File: src/rtl/fifo_scoreboard.sv
// fifo_scoreboard: passive checker for a FIFO. A reference model tracks
// the writes and reads it sees and checks data_out against them.
//
// Ports:
//   clk, rst_n     clock, async active-low reset
//   start, clear   IDLE->RUN pulse; sync clear of model, counters, FSM
//   wr_en, rd_en   enables seen at the monitored FIFO input
//   data_in        write data seen at the FIFO input
//   data_out       FIFO read data, one cycle after an accepted read
//   full, empty    FIFO status flags (checked only with the macro)
//   error_count    saturating mismatch counter
//   correct_count  saturating matching-compare counter
//   mismatch       one-cycle pulse on any counted mismatch
//   test_finished  high while the FSM is in DONE
//
// Optional: define FIFO_SCOREBOARD_FLAG_CHECK_EN to also check full/empty
// against the model occupancy every RUN cycle.

module fifo_scoreboard #(
    parameter int FIFO_WIDTH = 16,
    parameter int FIFO_DEPTH = 8,
    parameter int COUNT_W    = 64,
    parameter int TXN_TARGET = 1000
) (
    input  logic                  clk,
    input  logic                  rst_n,
    input  logic                  start,
    input  logic                  clear,
    input  logic                  wr_en,
    input  logic                  rd_en,
    input  logic [FIFO_WIDTH-1:0] data_in,
    input  logic [FIFO_WIDTH-1:0] data_out,
    input  logic                  full,
    input  logic                  empty,
    output logic [COUNT_W-1:0]    error_count,
    output logic [COUNT_W-1:0]    correct_count,
    output logic                  mismatch,
    output logic                  test_finished
);

    localparam int PTR_W = $clog2(FIFO_DEPTH);
    localparam int OCC_W = PTR_W + 1;
    localparam logic [OCC_W-1:0] DEPTH_O = OCC_W'(FIFO_DEPTH);

    // Private compare counter so flag errors never advance the target
    localparam int TXN_W =
        (TXN_TARGET < 1) ? 1 : $clog2(TXN_TARGET + 1);
    localparam logic [TXN_W-1:0] TARGET_T = TXN_W'(TXN_TARGET);

    typedef enum logic [1:0] {
        IDLE = 2'd0,
        RUN  = 2'd1,
        DONE = 2'd2
    } state_t;

    state_t state;

    logic [FIFO_WIDTH-1:0] mem [FIFO_DEPTH];
    logic [PTR_W-1:0]      wr_ptr;
    logic [PTR_W-1:0]      rd_ptr;
    logic [OCC_W-1:0]      occ;
    logic                  cmp_pending;
    logic [FIFO_WIDTH-1:0] exp_data;
    logic [TXN_W-1:0]      txn_cnt;

    logic                  wr_ok;
    logic                  rd_ok;
    logic                  in_run;
    logic                  cmp_fire;
    logic                  data_err;
    logic [1:0]            flag_err;
    logic [1:0]            err_inc;
    logic [COUNT_W-1:0]    err_nxt;
    logic [COUNT_W-1:0]    ok_nxt;
    logic [TXN_W-1:0]      txn_nxt;

    function automatic logic [COUNT_W-1:0] sat_add(
        input logic [COUNT_W-1:0] a,
        input logic [1:0]         b
    );
        logic [COUNT_W:0] s;
        s = {1'b0, a} + (COUNT_W + 1)'(b);
        return s[COUNT_W] ? '1 : s[COUNT_W-1:0];
    endfunction

    assign wr_ok    = wr_en && (occ != DEPTH_O);
    assign rd_ok    = rd_en && (occ != '0);
    assign in_run   = (state == RUN);
    assign cmp_fire = in_run && cmp_pending;
    assign data_err = cmp_fire && (data_out != exp_data);

`ifdef FIFO_SCOREBOARD_FLAG_CHECK_EN
    logic full_bad;
    logic empty_bad;
    assign full_bad  = in_run && (full != (occ == DEPTH_O));
    assign empty_bad = in_run && (empty != (occ == '0));
    assign flag_err  = {1'b0, full_bad} + {1'b0, empty_bad};
`else
    logic unused_flags;
    assign unused_flags = full ^ empty;
    assign flag_err     = 2'b00;
`endif

    assign err_inc = {1'b0, data_err} + flag_err;
    assign err_nxt = sat_add(error_count, err_inc);
    assign ok_nxt  = (cmp_fire && !data_err)
                   ? sat_add(correct_count, 2'd1)
                   : correct_count;
    assign txn_nxt = txn_cnt
                   + TXN_W'(cmp_fire && (txn_cnt != TARGET_T));

    // Model storage is deliberately left out of reset
    always_ff @(posedge clk) begin
        if (wr_ok && !clear) begin
            mem[wr_ptr] <= data_in;
        end
    end

    always_ff @(posedge clk or negedge rst_n) begin
        if (!rst_n) begin
            state         <= IDLE;
            wr_ptr        <= '0;
            rd_ptr        <= '0;
            occ           <= '0;
            cmp_pending   <= 1'b0;
            exp_data      <= '0;
            txn_cnt       <= '0;
            error_count   <= '0;
            correct_count <= '0;
            mismatch      <= 1'b0;
            test_finished <= 1'b0;
        end else if (clear) begin
            state         <= IDLE;
            wr_ptr        <= '0;
            rd_ptr        <= '0;
            occ           <= '0;
            cmp_pending   <= 1'b0;
            txn_cnt       <= '0;
            error_count   <= '0;
            correct_count <= '0;
            mismatch      <= 1'b0;
            test_finished <= 1'b0;
        end else begin
            if (wr_ok) begin
                wr_ptr <= wr_ptr + 1'b1;
            end
            if (rd_ok) begin
                rd_ptr   <= rd_ptr + 1'b1;
                exp_data <= mem[rd_ptr];
            end
            unique case (1'b1)
                wr_ok && !rd_ok: occ <= occ + 1'b1;
                rd_ok && !wr_ok: occ <= occ - 1'b1;
                default:         occ <= occ;
            endcase
            cmp_pending <= rd_ok;
            // err_inc is already zero outside RUN
            mismatch    <= (err_inc != 2'b00);
            if (in_run) begin
                error_count   <= err_nxt;
                correct_count <= ok_nxt;
                txn_cnt       <= txn_nxt;
            end
            unique case (state)
                IDLE: begin
                    if (start) begin
                        state <= RUN;
                    end
                end
                RUN: begin
                    if (txn_nxt == TARGET_T) begin
                        state         <= DONE;
                        test_finished <= 1'b1;
                    end
                end
                DONE: begin
                    test_finished <= 1'b1;
                end
                default: begin
                    state         <= IDLE;
                    test_finished <= 1'b0;
                end
            endcase
        end
    end

endmodule

File: config.mk
export PLATFORM = sky130hd
export DESIGN_NAME = fifo_scoreboard
export DESIGN_NICKNAME = d
export VERILOG_FILES = /design/src/rtl/fifo_scoreboard.sv
export SDC_FILE = /design/constraint.sdc
export NUM_CORES = 1
export LEC_CHECK = 0
export ABC_AREA = 1
export CAP_MARGIN = 15
export CORE_MARGIN = 1
export CORE_UTILIZATION = 62
export DETAILED_ROUTE_END_ITERATION = 7
export GPL_TIMING_DRIVEN = 0
export PLACE_DENSITY = 0.86
export SLEW_MARGIN = 20
export SYNTH_ARGS = -nofsm -noshare
export SYNTH_HDL_FRONTEND = slang
export SYNTH_SLANG_ARGS = --single-unit
File: constraint.sdc
create_clock -name clk -period 4.15 [get_ports clk]
set_clock_uncertainty 0.2 [all_clocks]
set_input_delay 1.245 -clock clk [delete_from_list [all_inputs] [get_ports clk]]
set_output_delay 1.245 -clock clk [all_outputs]
set_load 0.01 [all_outputs]
## Yosys cells after proc, flatten, opt, wreduce, memory -nomap -nowiden

Memory sizes are Yosys's and may differ from the RTL's. A register that Yosys moved wholly into a read port is not among the register bits.
Cells that the tools add are included.

| operators by class | value |
|---|---|
| mux-type cells | 26 |
| reduce and logical (&&, ||, !) cells | 25 |
| add/sub/neg operators | 7 |
| bitwise gates (word level) | 1 |
| equal/unequal tests | 10 |

Operator list:

| kind | number |
|---|---|
| $mux 64 | 7 |
| $add 64x1->65 | 1 |
| $add 64x1->65 const B | 1 |
| $mux 10 | 2 |
| $ne 16x16->1 | 1 |
| $mux 3 | 4 |
| $add 10x1->10 | 1 |
| $eq 10x10->1 const B | 1 |
| $ne 10x10->1 const B | 1 |
| $logic_and 1x1->1 | 9 |
| $pmux 4 s2 | 1 |
| $reduce_bool 2->1 | 4 |
| $add 3x1->3 const B | 2 |
| $mux 1 | 6 |
| $mux 2 | 3 |
| $pmux 2 s3 | 1 |
| $reduce_and 2->1 | 3 |
| $logic_not 1->1 | 5 |
| $add 4x1->4 const B | 1 |
| $mux 4 | 1 |
| $ne 2x2->1 const B | 2 |
| $ne 4x4->1 const B | 1 |
| $reduce_bool 4->1 | 1 |
| $sub 4x1->4 const B | 1 |
| 9 further kinds | 9 |

| word-level totals | value |
|---|---|
| input bits | 40 |
| RAM bits | 128 |
| output and inout port bits | 130 |
| memories kept | 1 |
| register bits after elaboration | 153 |
| word-level logic and storage cells | 80 |

Memory list:

| name | depth | width | rd ports | clocked after Yosys merged registers in | wr ports | RTL line | source |
|---|---|---|---|---|---|---|---|
| mem | 8 | 16 | 1 | 1 | 1 | 58 | `logic [FIFO_WIDTH-1:0] mem [FIFO_DEPTH];` |

## Depth between registers and ports, before layout

| logic depth | value |
|---|---|
| word-level depth | 8 |
| depth in mapped cells | 21 |
| depth with buffers taken out | 21 |

## Least setup slack after synthesis

Ideal clock, no wire load.

| timing path | value |
|---|---|
| kind | input to register |
| start point | input data_out[13] |
| end point | register error_count[12] |
| buffers on the path | 1 |
| arrival | 3.066 ns |
| slack | 0.754 ns |
| stages | 18 |
| required time | 3.820 ns |
| path through | or2_0 a21oi_1 nand2_1 nor2_1 and2_1 nor2_1 ha_1 nand2_2 nor2_4 inv_2 nor2_4 nand2_2 clkinv_1 nand2_2 nor2_4 buf_2 o21ai_0 o21ai_0 |

| on the way | value |
|---|---|
| word-level cells in the longest chain between the ends | 6 |

Ends and longest elaborated chain:

| what | RTL line | source |
|---|---|---|
| start: declaration | 32 | `input logic [FIFO_WIDTH-1:0] data_out,` |
| $ne 16x16->1 | 90 | `assign data_err = cmp_fire && (data_out != exp_data);` |
| $logic_and 1x1->1 | 90 |  |
| $add 64x1->65 | 82 | `s = {1'b0, a} + (COUNT_W + 1)'(b);` |
| $mux 64 | 83 | `return s[COUNT_W] ? '1 : s[COUNT_W-1:0];` |
| $mux 64 | 159 | `if (in_run) begin` |
| $mux 64 | 132 | `end else if (clear) begin` |
| end signal: assignment | 160 | `error_count <= err_nxt;` |
| end: declaration | 35 | `output logic [COUNT_W-1:0] error_count,` |

Every way passes these cells. The select of a mux whose other input is x is not followed.
A chain may end at the register's enable or synchronous reset.

## Worst setup path after layout

| timing path | value |
|---|---|
| start point | input data_out[14] |
| end point | register error_count[31] |

The elaborated chain is that of the path after synthesis.

==> summary.txt <==
XOR/XNOR Fraction of Synth Area: 0.0342
Initial DRC Count: 2,570
routing usage on met2: 0.707
share of cells above drive strength 1: 0.0655
synthesized area: 16,900 sq um
Root Buffer: clkbuf_16
Pwr Total: 7.87 mW
drt pass-1 iters: 6
Hold Buf Count CTS: 0
Max clock buf depth: 3
Synth Area in Simple Gates: 0.324
Max IR drop VDD: 0.489 mV
CTS tree: done
DRC viols: 0
largest net degree at the start of global routing: 65
fmax: 0.246 GHz
worst path required time: 4.43 ns
GRT Overall Usage: 0.458
final hold vios: 0
syn nets: 2,245
crit path capture: error_count[31]
total setup buffers inserted after CTS: 0
area of the multi-input gates: 7700 sq um
met1 Use GR: 0.584
syn_area_per_cell: 7.70 sq um
largest family of logic cells by synthesized area: simple AND/OR/NAND/NOR gates
fin crit period: 4.07 ns
Syn-to-layout area delta: 20.2%
Worst-Skew Late Latency: 0.60 ns
WP buf/inv: 1
dominant synthesized flop cell: dfrtp_1
Vias: 17,900
PwrDens: 388 nW/um^2
Vias/cell: 6.46
Synth Register Bits: 297
# resized after CTS: 0
fraction of registers with async set/reset: 0.569
layer carrying the most global-route usage: met2
Filler Cell Count: 1,844
HPWL Detailed: 44.8 mm
Fin Hold WS: 0.288 ns
initial antenna violation count: 1
die area: 27,900 sq um
Final Wtd Congestion: 1.03
first-pass GRT wire length: 97.5 mm
# diodes: 0
Final period util: 0.980
Distinct cells, synth: 41
crit-path cells: clkdlybuf4s50_1 -> xor2_1 -> nor2_1 -> nand2_1 -> nor2_2 -> and2_4 -> nor2_1 -> ha_1 -> nand2_2 -> nor2_2 -> nand2_1 -> nor2_4 -> nand2_1 -> xor2_1 -> o21ai_1 -> nand2_1
Ys Warns: 0
M3 GR Usage: 0.129
H-tree Lvls: 1
worst reg2reg path endpoint: state[1]
num rows: 60
Register-to-Register Path Depth: 16
cell count along the critical path: 16
Compound-Gate Fraction of Synth Area: 0.0849
# Max-Cap Violations: 0
P_leak: 8.22 nW
most common cell after layout, fill and taps aside: nand2_1
GRT Residual Overflow: 0
multiplexer share of the synthesized area: 0
outcome: finished, final reports clean
sequential area share after synthesis: 0.478
vias in the first global route: 17,400
Slew headroom: 0.468
PortBufs: 166
Startpoint Class: input pin
Reg area: 8070 sq um
number of synthesized flops with an enable pin: 128
FF-to-FF setup slack: 0.80 ns
die height: 167 um
core area: 26,800 sq um
cell family with most CP delay: simple AND/OR/NAND/NOR gates
final WL: 63.6 mm
Slowest cell on crit path: clkdlybuf4s50_1
CTS buffer count: 31
crit path capture type: flip-flop
worst reg2reg path startpoint: state[1]
Ports: 170
Final nets: 2,454
Die X: 167 um
Worst EP arrival: 4.34 ns
Final Max Tran Viols: 0
RSZ-0062 raised after global routing: false
average wire per standard cell: 23.0 um
critical path class: input pin to flip-flop
TNS Setup: 0 ns
Clk pin slew, worst setup/hold paths: 0.07 ns
slew at the pin closest to its max-slew limit: 0.798 ns
clock sinks: 297
Starting Density: 0.630
most frequent cells in the layout: nand2_1 (635), nor2_1 (284), inv_1 (207)
Synth Area in Adders: 0.0101
Critical Path Fanout Max: 7
CP startpoint: data_out[14]
final setup vio count: 0
Syn Inst Count: 2,192
most frequent cell on the critical path: nand2_1
CP peak stage delay: 0.53 ns
ANT nets after route: 0
HP Class: flip-flop to flip-flop
## power breakdown
part	switching, mW	leakage (nW)	internal, mW	total, mW
sequential	0.122	3.48	3.22	3.34
combinational	1.08	4.22	0.408	1.49
clock	1.31	0.519	1.72	3.03
## synthesized netlist by cell type, types with 2 or more instances
cell type  instances  area [sq um]
xor2_1            51           447
nand4_1           76           475
a31oi_1            2          12.5
nand3_2           11           110
o21ai_1           29           145
inv_2             12          45.0
buf_6              6          67.6
nor2_4             7          78.8
or2_0              2          12.5
buf_2             17          85.1
o22ai_1           26           163
ha_1              12           150
nor2b_1            2          12.5
inv_1            207           777
o21ai_0          163           816
clkbuf_1          40           150
edfxtp_1         128          3840
nand2_2            8          50.1
buf_4              2          15.0
xnor2_1           15           131
and2_1             6          37.5
o211ai_1          16           120
clkinv_1           3          11.3
o221ai_1          16           140
dfrtp_1          169          4230
nand3_1          152           761
nand2_1          635          2380
a21oi_1            4          20.0
nor3_1            49           245
nor2_1           297          1110
nor3_2             4          40.0
nor2_2            11          68.8
nand3b_1           6          45.0
## sequential cells by signal (all words and copies together) (netlist names)
| register | cells |
|---|---|
| occ | 4 |
| wr_ptr | 3 |
| state | 2 |
| exp_data | 16 |
| txn_cnt | 10 |
| mismatch | 1 |
| rd_ptr | 3 |
| test_finished | 1 |
| correct_count | 64 |
| mem | 128 |
| cmp_pending | 1 |
| error_count | 64 |
## logic make-up after synthesis
logic type / after synthesis
adder cells (fa/ha/maj): 13
XOR/XNOR: 66
buffers and inverters: 287
AND/OR/NAND/NOR: 1271
AO/OA/AOI/OAI: 258
flip-flops: 297
## layout make-up
cell class | instances | share of cell area
clock buffers | 37 | 0.0418
flip-flops and latches | 297 | 0.398
repair buffers | 176 | 0.0905
well taps | 341 | 0.0210
multi-input cells | 1608 | 0.380
clock inverters | 21 | 0.0123
plain buffers | 65 | 0.0158
inverters | 222 | 0.0411
## how the worst min path moves through the flow
stage               slack, ns  cells past startpoint             to          start
floorplan                0.26                      2   exp_data[13]   exp_data[13]
global placement         0.26                      2  test_finished  test_finished
detailed placement       0.27                      2  test_finished  test_finished
CTS                      0.29                      2  test_finished  test_finished
global route             0.32                      2  test_finished  test_finished
finish                   0.29                      2  test_finished  test_finished
## tightest hold or removal path, stage by stage (launching register included)
cell and delay, ns:
dfrtp_1 0.35, nand2_1 0.06, nand2_1 0.05
## layer usage
metal	vias to the layer above	routed length, um
met3	363	8950
met2	1598	27900
met5	-	0
met4	0	3850
li1	7668	-
met1	8258	22900
## through the flow
stage	util	instance area, sq um	setup WS (ns)	cells
floorplan	-	16900	0.754	2192
global placement	0.708	19000	-5.61	2699
detailed placement	0.715	19200	-0.481	2709
CTS	0.756	20300	0.0801	2767
global route	0.757	20300	0.0115	2767
finish	0.757	20300	0.0840	2767
(Power assumes the default switching activity.)
